<file path="config.mk">
export PLATFORM = sky130hd
export DESIGN_NAME = axi_rd_arbiter
export DESIGN_NICKNAME = d
export VERILOG_FILES = /design/src/rtl/cpu_axi_pkg.sv /design/src/rtl/rr_picker.sv /design/src/rtl/axi_rd_arbiter.sv
export SDC_FILE = /design/constraint.sdc
export NUM_CORES = 1
export LEC_CHECK = 0
export CAP_MARGIN = 20
export CELL_PAD_IN_SITES_DETAIL_PLACEMENT = 0
export CELL_PAD_IN_SITES_GLOBAL_PLACEMENT = 2
export CORE_MARGIN = 3
export CORE_UTILIZATION = 17
export DETAILED_ROUTE_END_ITERATION = 6
export GPL_ROUTABILITY_DRIVEN = 1
export PLACE_DENSITY = 0.82
export SLEW_MARGIN = 20
export SYNTH_ARGS = -nofsm -noshare
export SYNTH_HDL_FRONTEND = slang
export SYNTH_SLANG_ARGS = --single-unit
</file>
<file path="constraint.sdc">
create_clock -name clk -period 2.4 [get_ports clk]
set_input_delay 0.48 -clock clk [delete_from_list [all_inputs] [get_ports clk]]
set_output_delay 0.48 -clock clk [all_outputs]
set_load 0.02 [all_outputs]
</file>
<file path="src/rtl/cpu_axi_pkg.sv">
// Shared types and constants for the CPU-side AXI read path.
package cpu_axi_pkg;

  localparam int unsigned N_REQ = 3;
  localparam int unsigned PTR_W = 2;
  localparam int unsigned ID_W  = 4;

  localparam logic [PTR_W-1:0] REQ_DCACHE  = 2'd0;
  localparam logic [PTR_W-1:0] REQ_UNCACHE = 2'd1;
  localparam logic [PTR_W-1:0] REQ_ICACHE  = 2'd2;

  localparam logic [2:0] SIZE_WORD  = 3'b010;
  localparam logic [1:0] BURST_INCR = 2'b01;

  typedef enum logic [1:0] {
    IDLE = 2'd0,
    AR   = 2'd1,
    R    = 2'd2
  } rd_arb_state_t;

  // Round-robin successor; wraps ICache back to DCache so 3 never appears.
  function automatic logic [PTR_W-1:0] rr_next(input logic [PTR_W-1:0] idx);
    return (idx == REQ_ICACHE) ? REQ_DCACHE : idx + 2'd1;
  endfunction

endpackage

</file>
<file path="src/rtl/rr_picker.sv">
// Combinational round-robin pick: first requester at or after the pointer, mod 3.
module rr_picker
  import cpu_axi_pkg::*;
(
  input  logic [N_REQ-1:0] i_req,
  input  logic [PTR_W-1:0] i_ptr,
  output logic [N_REQ-1:0] o_gnt_c,
  output logic [PTR_W-1:0] o_idx_c,
  output logic             o_valid_c
);

  logic [PTR_W-1:0] w_first;
  logic [PTR_W-1:0] w_second;
  logic [PTR_W-1:0] w_third;

  // Scan order for the current pointer.
  always_comb begin
    w_first  = REQ_DCACHE;
    w_second = REQ_UNCACHE;
    w_third  = REQ_ICACHE;
    case (i_ptr)
      REQ_UNCACHE: begin
        w_first  = REQ_UNCACHE;
        w_second = REQ_ICACHE;
        w_third  = REQ_DCACHE;
      end
      REQ_ICACHE: begin
        w_first  = REQ_ICACHE;
        w_second = REQ_DCACHE;
        w_third  = REQ_UNCACHE;
      end
      default: ;
    endcase
  end

  always_comb begin
    o_valid_c = |i_req;
    o_idx_c   = '0;
    if (i_req[w_first]) begin
      o_idx_c = w_first;
    end else if (i_req[w_second]) begin
      o_idx_c = w_second;
    end else if (i_req[w_third]) begin
      o_idx_c = w_third;
    end
    o_gnt_c = o_valid_c ? (N_REQ'(1) << o_idx_c) : '0;
  end

endmodule

</file>
<file path="src/rtl/axi_rd_arbiter.sv">
// Shares one AXI read channel among DCache, uncached-load and ICache requesters,
// one burst at a time, round-robin.
module axi_rd_arbiter
  import cpu_axi_pkg::*;
#(
  parameter int unsigned ADDR_W = 32,
  parameter int unsigned DATA_W = 32,
  parameter int unsigned LEN_W  = 4
) (
  input  logic                    clk,
  input  logic                    rst,
  input  logic [N_REQ-1:0]        req_valid,
  input  logic [N_REQ*ADDR_W-1:0] req_addr,
  input  logic [N_REQ*LEN_W-1:0]  req_len,
  output logic [N_REQ-1:0]        req_gnt,
  output logic [N_REQ-1:0]        resp_valid,
  input  logic [N_REQ-1:0]        resp_ready,
  output logic                    resp_last,
  output logic [DATA_W-1:0]       resp_data,
  output logic [ID_W-1:0]         arid,
  output logic [ADDR_W-1:0]       araddr,
  output logic [7:0]              arlen,
  output logic [2:0]              arsize,
  output logic [1:0]              arburst,
  output logic                    arvalid,
  input  logic                    arready,
  input  logic [ID_W-1:0]         rid,
  input  logic [DATA_W-1:0]       rdata,
  input  logic                    rlast,
  input  logic                    rvalid,
  output logic                    rready,
  output logic                    proto_err
);

  rd_arb_state_t    r_state;
  rd_arb_state_t    w_state_nxt;
  logic [PTR_W-1:0] r_ptr;
  logic [PTR_W-1:0] r_owner;
  logic [N_REQ-1:0] r_owner_oh;
  logic [ADDR_W-1:0] r_addr;
  logic [LEN_W-1:0] r_len;
  logic [LEN_W-1:0] r_beat;
  logic             r_proto_err;

  logic [N_REQ-1:0] w_pick_gnt;
  logic [PTR_W-1:0] w_pick_idx;
  logic             w_pick_valid;
  logic             w_latch;
  logic             w_ar_hs;
  logic             w_r_hs;
  logic             w_rready;
  logic             w_err_c;
  logic [ADDR_W-1:0] w_addr_arr [N_REQ];
  logic [LEN_W-1:0]  w_len_arr  [N_REQ];

  for (genvar g = 0; g < N_REQ; g++) begin : g_unpack
    assign w_addr_arr[g] = req_addr[g*ADDR_W +: ADDR_W];
    assign w_len_arr[g]  = req_len[g*LEN_W +: LEN_W];
  end

  rr_picker u_rr_picker (
    .i_req     (req_valid),
    .i_ptr     (r_ptr),
    .o_gnt_c   (w_pick_gnt),
    .o_idx_c   (w_pick_idx),
    .o_valid_c (w_pick_valid)
  );

  // Next state, handshakes, and the combinational R-channel routing.
  always_comb begin
    w_state_nxt = r_state;
    w_latch     = 1'b0;
    w_ar_hs     = 1'b0;
    w_r_hs      = 1'b0;
    w_rready    = 1'b0;
    w_err_c     = 1'b0;
    req_gnt     = '0;
    resp_valid  = '0;
    case (r_state)
      IDLE: begin
        if (w_pick_valid) begin
          w_latch     = 1'b1;
          w_state_nxt = AR;
        end
      end
      AR: begin
        w_ar_hs = arready;
        req_gnt = r_owner_oh & {N_REQ{arready}};
        if (arready) begin
          w_state_nxt = R;
        end
      end
      R: begin
        w_rready   = |(r_owner_oh & resp_ready);
        resp_valid = r_owner_oh & {N_REQ{rvalid}};
        w_r_hs     = rvalid & w_rready;
        w_err_c    = w_r_hs & ((rid != arid) ||
                               (rlast && (r_beat != r_len)) ||
                               (!rlast && (r_beat == r_len)));
        if (w_r_hs && rlast) begin
          w_state_nxt = IDLE;
        end
      end
      default: w_state_nxt = IDLE;
    endcase
  end

  always_ff @(posedge clk) begin
    if (rst) begin
      r_state <= IDLE;
    end else begin
      r_state <= w_state_nxt;
    end
  end

  always_ff @(posedge clk) begin
    if (rst) begin
      r_ptr       <= '0;
      r_owner     <= '0;
      r_owner_oh  <= '0;
      r_addr      <= '0;
      r_len       <= '0;
      r_beat      <= '0;
      r_proto_err <= 1'b0;
    end else begin
      if (w_latch) begin
        r_owner    <= w_pick_idx;
        r_owner_oh <= w_pick_gnt;
        r_addr     <= w_addr_arr[w_pick_idx];
        r_len      <= w_len_arr[w_pick_idx];
      end
      // Beat counter saturates rather than wrapping on over-long bursts.
      if (w_ar_hs) begin
        r_beat <= '0;
      end else if (w_r_hs && (r_beat != '1)) begin
        r_beat <= r_beat + 1'b1;
      end
      if (w_r_hs && rlast) begin
        r_ptr <= rr_next(r_owner);
      end
      if (w_err_c) begin
        r_proto_err <= 1'b1;
      end
    end
  end

  assign arvalid   = (r_state == AR);
  assign araddr    = r_addr;
  assign arid      = ID_W'(r_owner);
  assign arlen     = 8'(r_len);
  assign arsize    = SIZE_WORD;
  assign arburst   = BURST_INCR;
  assign rready    = w_rready;
  assign resp_data = rdata;
  assign resp_last = rlast;
  assign proto_err = r_proto_err;

endmodule

</file>
-- Word level (Yosys, flattened, before mapping)
Index checks and enable logic that the tools add are counted.
W data, S select, Z words.
- equal/unequal tests: 12
- reduce and logical (&&, ||, !) cells: 13
- magnitude comparators: 4
- bitwise gates (word level): 6
- shifts and indexed selects: 1
- muxes and demuxes: 32
- add/subtract/negate cells: 2
- operator list (kind ; count):
    $bmux W32 S2 ; 1
    $mux W32 ; 2
    $mux W2 ; 7
    $pmux W2 S2 ; 3
    $and A3 B3 Y3 ; 3
    $lt A2 B3 Y1 const B ; 3
    $mux W1 ; 9
    $mux W3 ; 3
    $bmux W4 S2 ; 1
    $mux W4 ; 2
    $bmux W1 S2 ; 3
    $eq A2 B2 Y1 const B ; 3
    $pmux W2 S3 ; 1
    $reduce_or A3 Y1 ; 2
    $logic_and A1 B1 Y1 ; 5
    $add A4 B1 Y4 const B ; 1
    $eq A2 B1 Y1 const B ; 2
    $eq A4 B4 Y1 ; 1
    $ne A2 B1 Y1 const B ; 2
    $ne A4 B2 Y1 ; 1
    $ne A4 B4 Y1 ; 1
    $ne A4 B4 Y1 const B ; 1
    $ge A3 B3 Y1 const B ; 1
    $not A2 Y3 ; 1
    9 further kinds ; 11
- flip-flop bits (word level): 50

-- Depth between registers and ports, before layout
Gate-level depths: netlist of run 1.
- depth in word-level cells: 11
- mapped depth: 9
- gate-level depth less buffers: 7

-- Cells and area by module
From an unflattened synthesis of run 1, not the netlist that was laid out.
- cell total of the unflattened synthesis: 400
- area, all modules: 3158.0 sq um
- modules (own cells, without submodules) (module ; instances ; area each (sq um) ; cells an instance ; sequential area each (sq um)):
    axi_rd_arbiter ; 1 ; 3002.9 ; 377 ; 1001.0
    rr_picker ; 1 ; 155.1 ; 23 ; 0.0

-- Least setup slack after synthesis of run 1
Ideal clock, no wire load.
- path kind: register to register
- from: register r_ptr[0]
- to: register r_addr[0] (netlist: araddr[0])
- slack: 0.465 ns
- clock period less this slack: 1.935 ns
- stages on the path, launching flop included: 9
- path buffers: 2
- arrival time: 1.809 ns
- required time: 2.274 ns
- library setup time: 0.126 ns
- cells stage by stage: dfxtp_1 inv_1 ha_1 maj3_2 o221ai_2 buf_6 buf_12 mux2i_1 o221ai_2
- cells in the longest elaborated chain, start to end: 11
- elaborated cells between the ends (all ways): 18
- classes of those cells: eq/ne (2); mux (15); bitwise (1)
- ends and longest elaborated chain (element ; line ; RTL):
    start, declared ; axi_rd_arbiter.sv:37 ; logic [PTR_W-1:0] r_ptr;
    start signal, assigned ; axi_rd_arbiter.sv:139 ; r_ptr <= rr_next(r_owner);
    $eq A2 B2 Y1 or $eq A2 B1 Y1 (tied branches) ; rr_picker.sv:21 ; case (i_ptr)
    $pmux W2 S2 ; rr_picker.sv:21 ;
    $bmux W1 S2 ; rr_picker.sv:43 ; end else if (i_req[w_third]) begin
    $mux W1 (implied by the code) ; rr_picker.sv:43 ;
    $mux W2 ; rr_picker.sv:43 ;
    $mux W2 ; rr_picker.sv:41 ; end else if (i_req[w_second]) begin
    $mux W2 (*) ; rr_picker.sv:39 ; if (i_req[w_first]) begin
    $not A2 Y3 (implied by the code) (*) ; axi_rd_arbiter.sv:129 ; r_addr <= w_addr_arr[w_pick_idx];
    $bmux W32 S2 (*) ; axi_rd_arbiter.sv:129 ;
    $mux W32 (implied by the code) (*) (2 in series) ; axi_rd_arbiter.sv:129 ;
    end signal, assigned ; axi_rd_arbiter.sv:129 ;
    end, declared ; axi_rd_arbiter.sv:40 ; logic [ADDR_W-1:0] r_addr;
Mark *: on every way between the ends. The rest lies on a longest branch, timed or not. The select of a mux whose other input is x is not followed.
A chain may end at the register's enable or synchronous reset.

-- Worst setup path after layout of run 1
- from: register r_state[1]
- to: output resp_valid[0]
- cells in the longest elaborated chain, start to end: 2
- ends and longest elaborated chain (element ; line ; RTL):
    start, declared ; axi_rd_arbiter.sv:35 ; rd_arb_state_t r_state;
    start signal, assigned ; axi_rd_arbiter.sv:112 ; r_state <= w_state_nxt;
    $eq A2 B2 Y1 ; axi_rd_arbiter.sv:79 ; case (r_state)
    $mux W3 ; axi_rd_arbiter.sv:79 ;
    end, declared ; axi_rd_arbiter.sv:16 ; output logic [N_REQ-1:0] resp_valid,
No other way between the ends.

==> metrics.txt, run 1 <==
status complete, no violations; Setup crit start r_state[1]$_SDFFE_PP0P_; first drt pass iteration count 5; Crit path depth 3; Mapped Cells 342; TritonCTS clock tree yes; Ports 246; n_diodes 0; Synth Area per Inst 9.271 um^2; critical path, cell by cell nor2b_1 > and3_1 > clkdlybuf4s50_1; CTS Buffer Depth 2; H-Tree Depth 2; setup ws final 0.08724 ns; depth of the worst register-to-register path 7; vias per cell 3.989; # Post-CTS Setup Buffers 0; leakage power 2.081 nW; Netlist Area Pre-Place 0.003171 mm^2; VDD IR-drop max 0.2527 mV; Slew Limit Headroom 64.81%; # clock sinks 50; unrepaired setup endpoints after global routing false; area leader, netlist dfxtp_1; post-DR wirelength/cell 14.00 um; clk_skew 0.003650 ns; Final Setup Violations 0; Final Max Slew Viols 0; min-delay worst type reg -> reg; RR Startpoint r_ptr[0]$_SDFFE_PP0P_; CP max stage cell clkdlybuf4s50_1; Die ar. 0.02032 mm^2; Die W 142.6 um; layout cells sized above 1 12.66%; critical path type reg -> out; CP Capture Type output port; fmax 432.4 MHz; crit start category flop; Distinct cells, synth 38; commonest non-fill, non-tap cell in the layout clkdlybuf4s50_1; Syn-to-layout area delta 60.22%; pin count of the biggest net entering global routing 23; Cell Rows 49; 1st-iter DRT viols 59; Starting Density 17.47%; register area share after synthesis 31.57%; Hold Path Cell Cnt 2; worst skew pair latency 0.30 ns; CORE AREA 0.01815 mm^2; ranking of synthesized cells by area dfxtp_1 (32%), o221ai_2 (15%), mux2i_1 (12%), buf_4 (10%), nand2_1 (5.4%); DRC Markers 0; Final min period 2.313 ns; Clock Pin Slew Worst Setup and Hold Paths 0.07 ns; flops & latches, synth 50; Place WS -0.06042 ns; root buf cell clkbuf_16; final hold vios 0; CTS buffer count 5; Maximum Capacitance Violations 0; Worst path max stage delay 0.62 ns; Port Buf Inserts 170; global-route wire length before repair 15,260 um; Pwr Density 513.2 mW/mm^2; Yosys top cell area share 31.57%; CP Data Required Time 1.92 ns; initial antenna violation count 0; worst-margin pin slew 0.5238 ns; post-route ant nets 0; die height 142.6 um; CP top delay family buffers and inverters; crit-path max FO 7; DP HPWL 7794 um; Setup crit end resp_valid[0]; cts hold-fix bufs 0; gr usage total 9.543%; Yosys warnings 0; Util after Layout 27.99%; NumNets Final 639; most frequent cells in the layout clkdlybuf4s50_1 (169), dfxtp_1 (50), nand2_1 (46), inv_1 (41), mux2i_1 (38); GPL Wtd Cong 0.7663; fin crit share 96.37%; R2R Setup Slk 0.30 ns; arrival time worst endpoint 1.83 ns; total grt overflow 0; vias in the first global route 2,946; detailed-route via count 2,836; Critical path buffers and inverters 1; Routed Wire Length 9957 um; FF-to-FF End araddr[11]$_SDFFE_PP0P_
==> metal layers <==
metal / track usage (%) / vias up / wire length, um
li1: - / 1409 / -
met1: 10.90 / 1281 / 4009
met2: 16.64 / 139 / 4970
met3: 3.864 / 7 / 879
met4: 2.301 / 0 / 97
met5: 0 / - / 0
==> registers in the layout, summed over array words and instances, names as in the netlist <==
register	count
r_owner	2
r_state	2
proto_err	1
r_owner_oh	3
r_len	4
r_ptr	2
araddr	32
r_beat	4
==> worst min-delay path by stage <==
stage / start / to / slack [ns]
after global routing: araddr[7]$_SDFFE_PP0P_ / araddr[7]$_SDFFE_PP0P_ / 0.50
after global placement: araddr[7]$_SDFFE_PP0P_ / araddr[7]$_SDFFE_PP0P_ / 0.45
after CTS: araddr[7]$_SDFFE_PP0P_ / araddr[7]$_SDFFE_PP0P_ / 0.47
after floorplan: r_owner_oh[0]$_SDFFE_PP0P_ / r_owner_oh[0]$_SDFFE_PP0P_ / 0.45
after detailed placement: araddr[27]$_SDFFE_PP0P_ / araddr[27]$_SDFFE_PP0P_ / 0.45
final: araddr[7]$_SDFFE_PP0P_ / araddr[7]$_SDFFE_PP0P_ / 0.47
==> tightest hold or removal path: cells and delay by family (launching register included) <==
family           cells  cell delay (ns)
AO/OA/AOI/OAI        1             0.05
flip-flops           1             0.33
AND/OR/NAND/NOR      1             0.06
==> stage by stage <==
step / setup TNS [ns] / power (mW) / hold slack [ns] / cell area (um^2) / std cells
final: 0 / 2.607 / 0.4694 / 5080 / 711
after global routing: 0 / 2.757 / 0.5012 / 5080 / 711
after CTS: 0 / 2.670 / 0.4749 / 5074 / 711
after detailed placement: -0.1320 / 1.784 / 0.4498 / 4903 / 703
after global placement: -0.03677 / 1.773 / 0.4481 / 4903 / 703
after floorplan: 0 / 1.434 / 0.4486 / 3204 / 351
==> synth_stat cells <==
library cell  count
buf_2             4
xnor2_1           5
nor2b_1           3
ha_1              3
nor2_4            1
o21ai_0           3
a222oi_1          1
and3_1            6
dfxtp_1          50
or2_2             2
nand2_2           1
a2111oi_0         1
nand2b_1          3
o221ai_1          6
o221ai_2         31
mux2i_1          38
buf_4            44
buf_6             5
bufbuf_8          1
nand2_1          46
or3_1             1
nor4_1            2
xor2_1            4
inv_1            41
nand3b_1          3
maj3_2            1
a311oi_2          1
clkbuf_1          4
a221oi_1          1
nor2_2            1
a21oi_1           8
nor3_1            3
nor2_1           10
nand4_1           2
a21boi_1          1
conb_1            2
and2_1            1
buf_12            2
==> power by group <==
part	internal, mW	switching (mW)
Clock	0.493	0.362
Sequential	0.906	0.0509
Combinational	0.442	0.353
==> cell type report <==
type	count	area, um^2
fill	1903	13070
timing repair buffer	183	1877
multi-input combinational	200	1592
sequential	50	1001
tap	229	286.5
inverter	41	153.9
clock buffer	5	125.1
clock inverter	3	45.04
==> cells by family (layout without fill, tap and decap cells) <==
family | after synthesis | after routing | share of synthesized area (%)
fa+ha+maj | 4 | 4 | 1.539
buf+inv | 101 | 232 | 20.01
compound gates | 53 | 53 | 19.65
flops | 50 | 50 | 31.57
xor+xnor | 9 | 9 | 2.486
mux | 38 | 38 | 12.00
other cells | 2 | 11 | 0.2369
simple gates | 85 | 85 | 12.51
==> timing repair <==
action,4_1_cts,5_1_grt
gates resized for setup,0,2
hold endpoints to repair,0,0
setup endpoints to repair,0,2
(Power assumes the default switching activity.)
==> run 2: changes to the inputs <==
- ABC_CLOCK_PERIOD_IN_PS: default -> 2400
==> results of run 2 <==
Same layout as run 1: the final DEF is identical, and so are final timing and power.
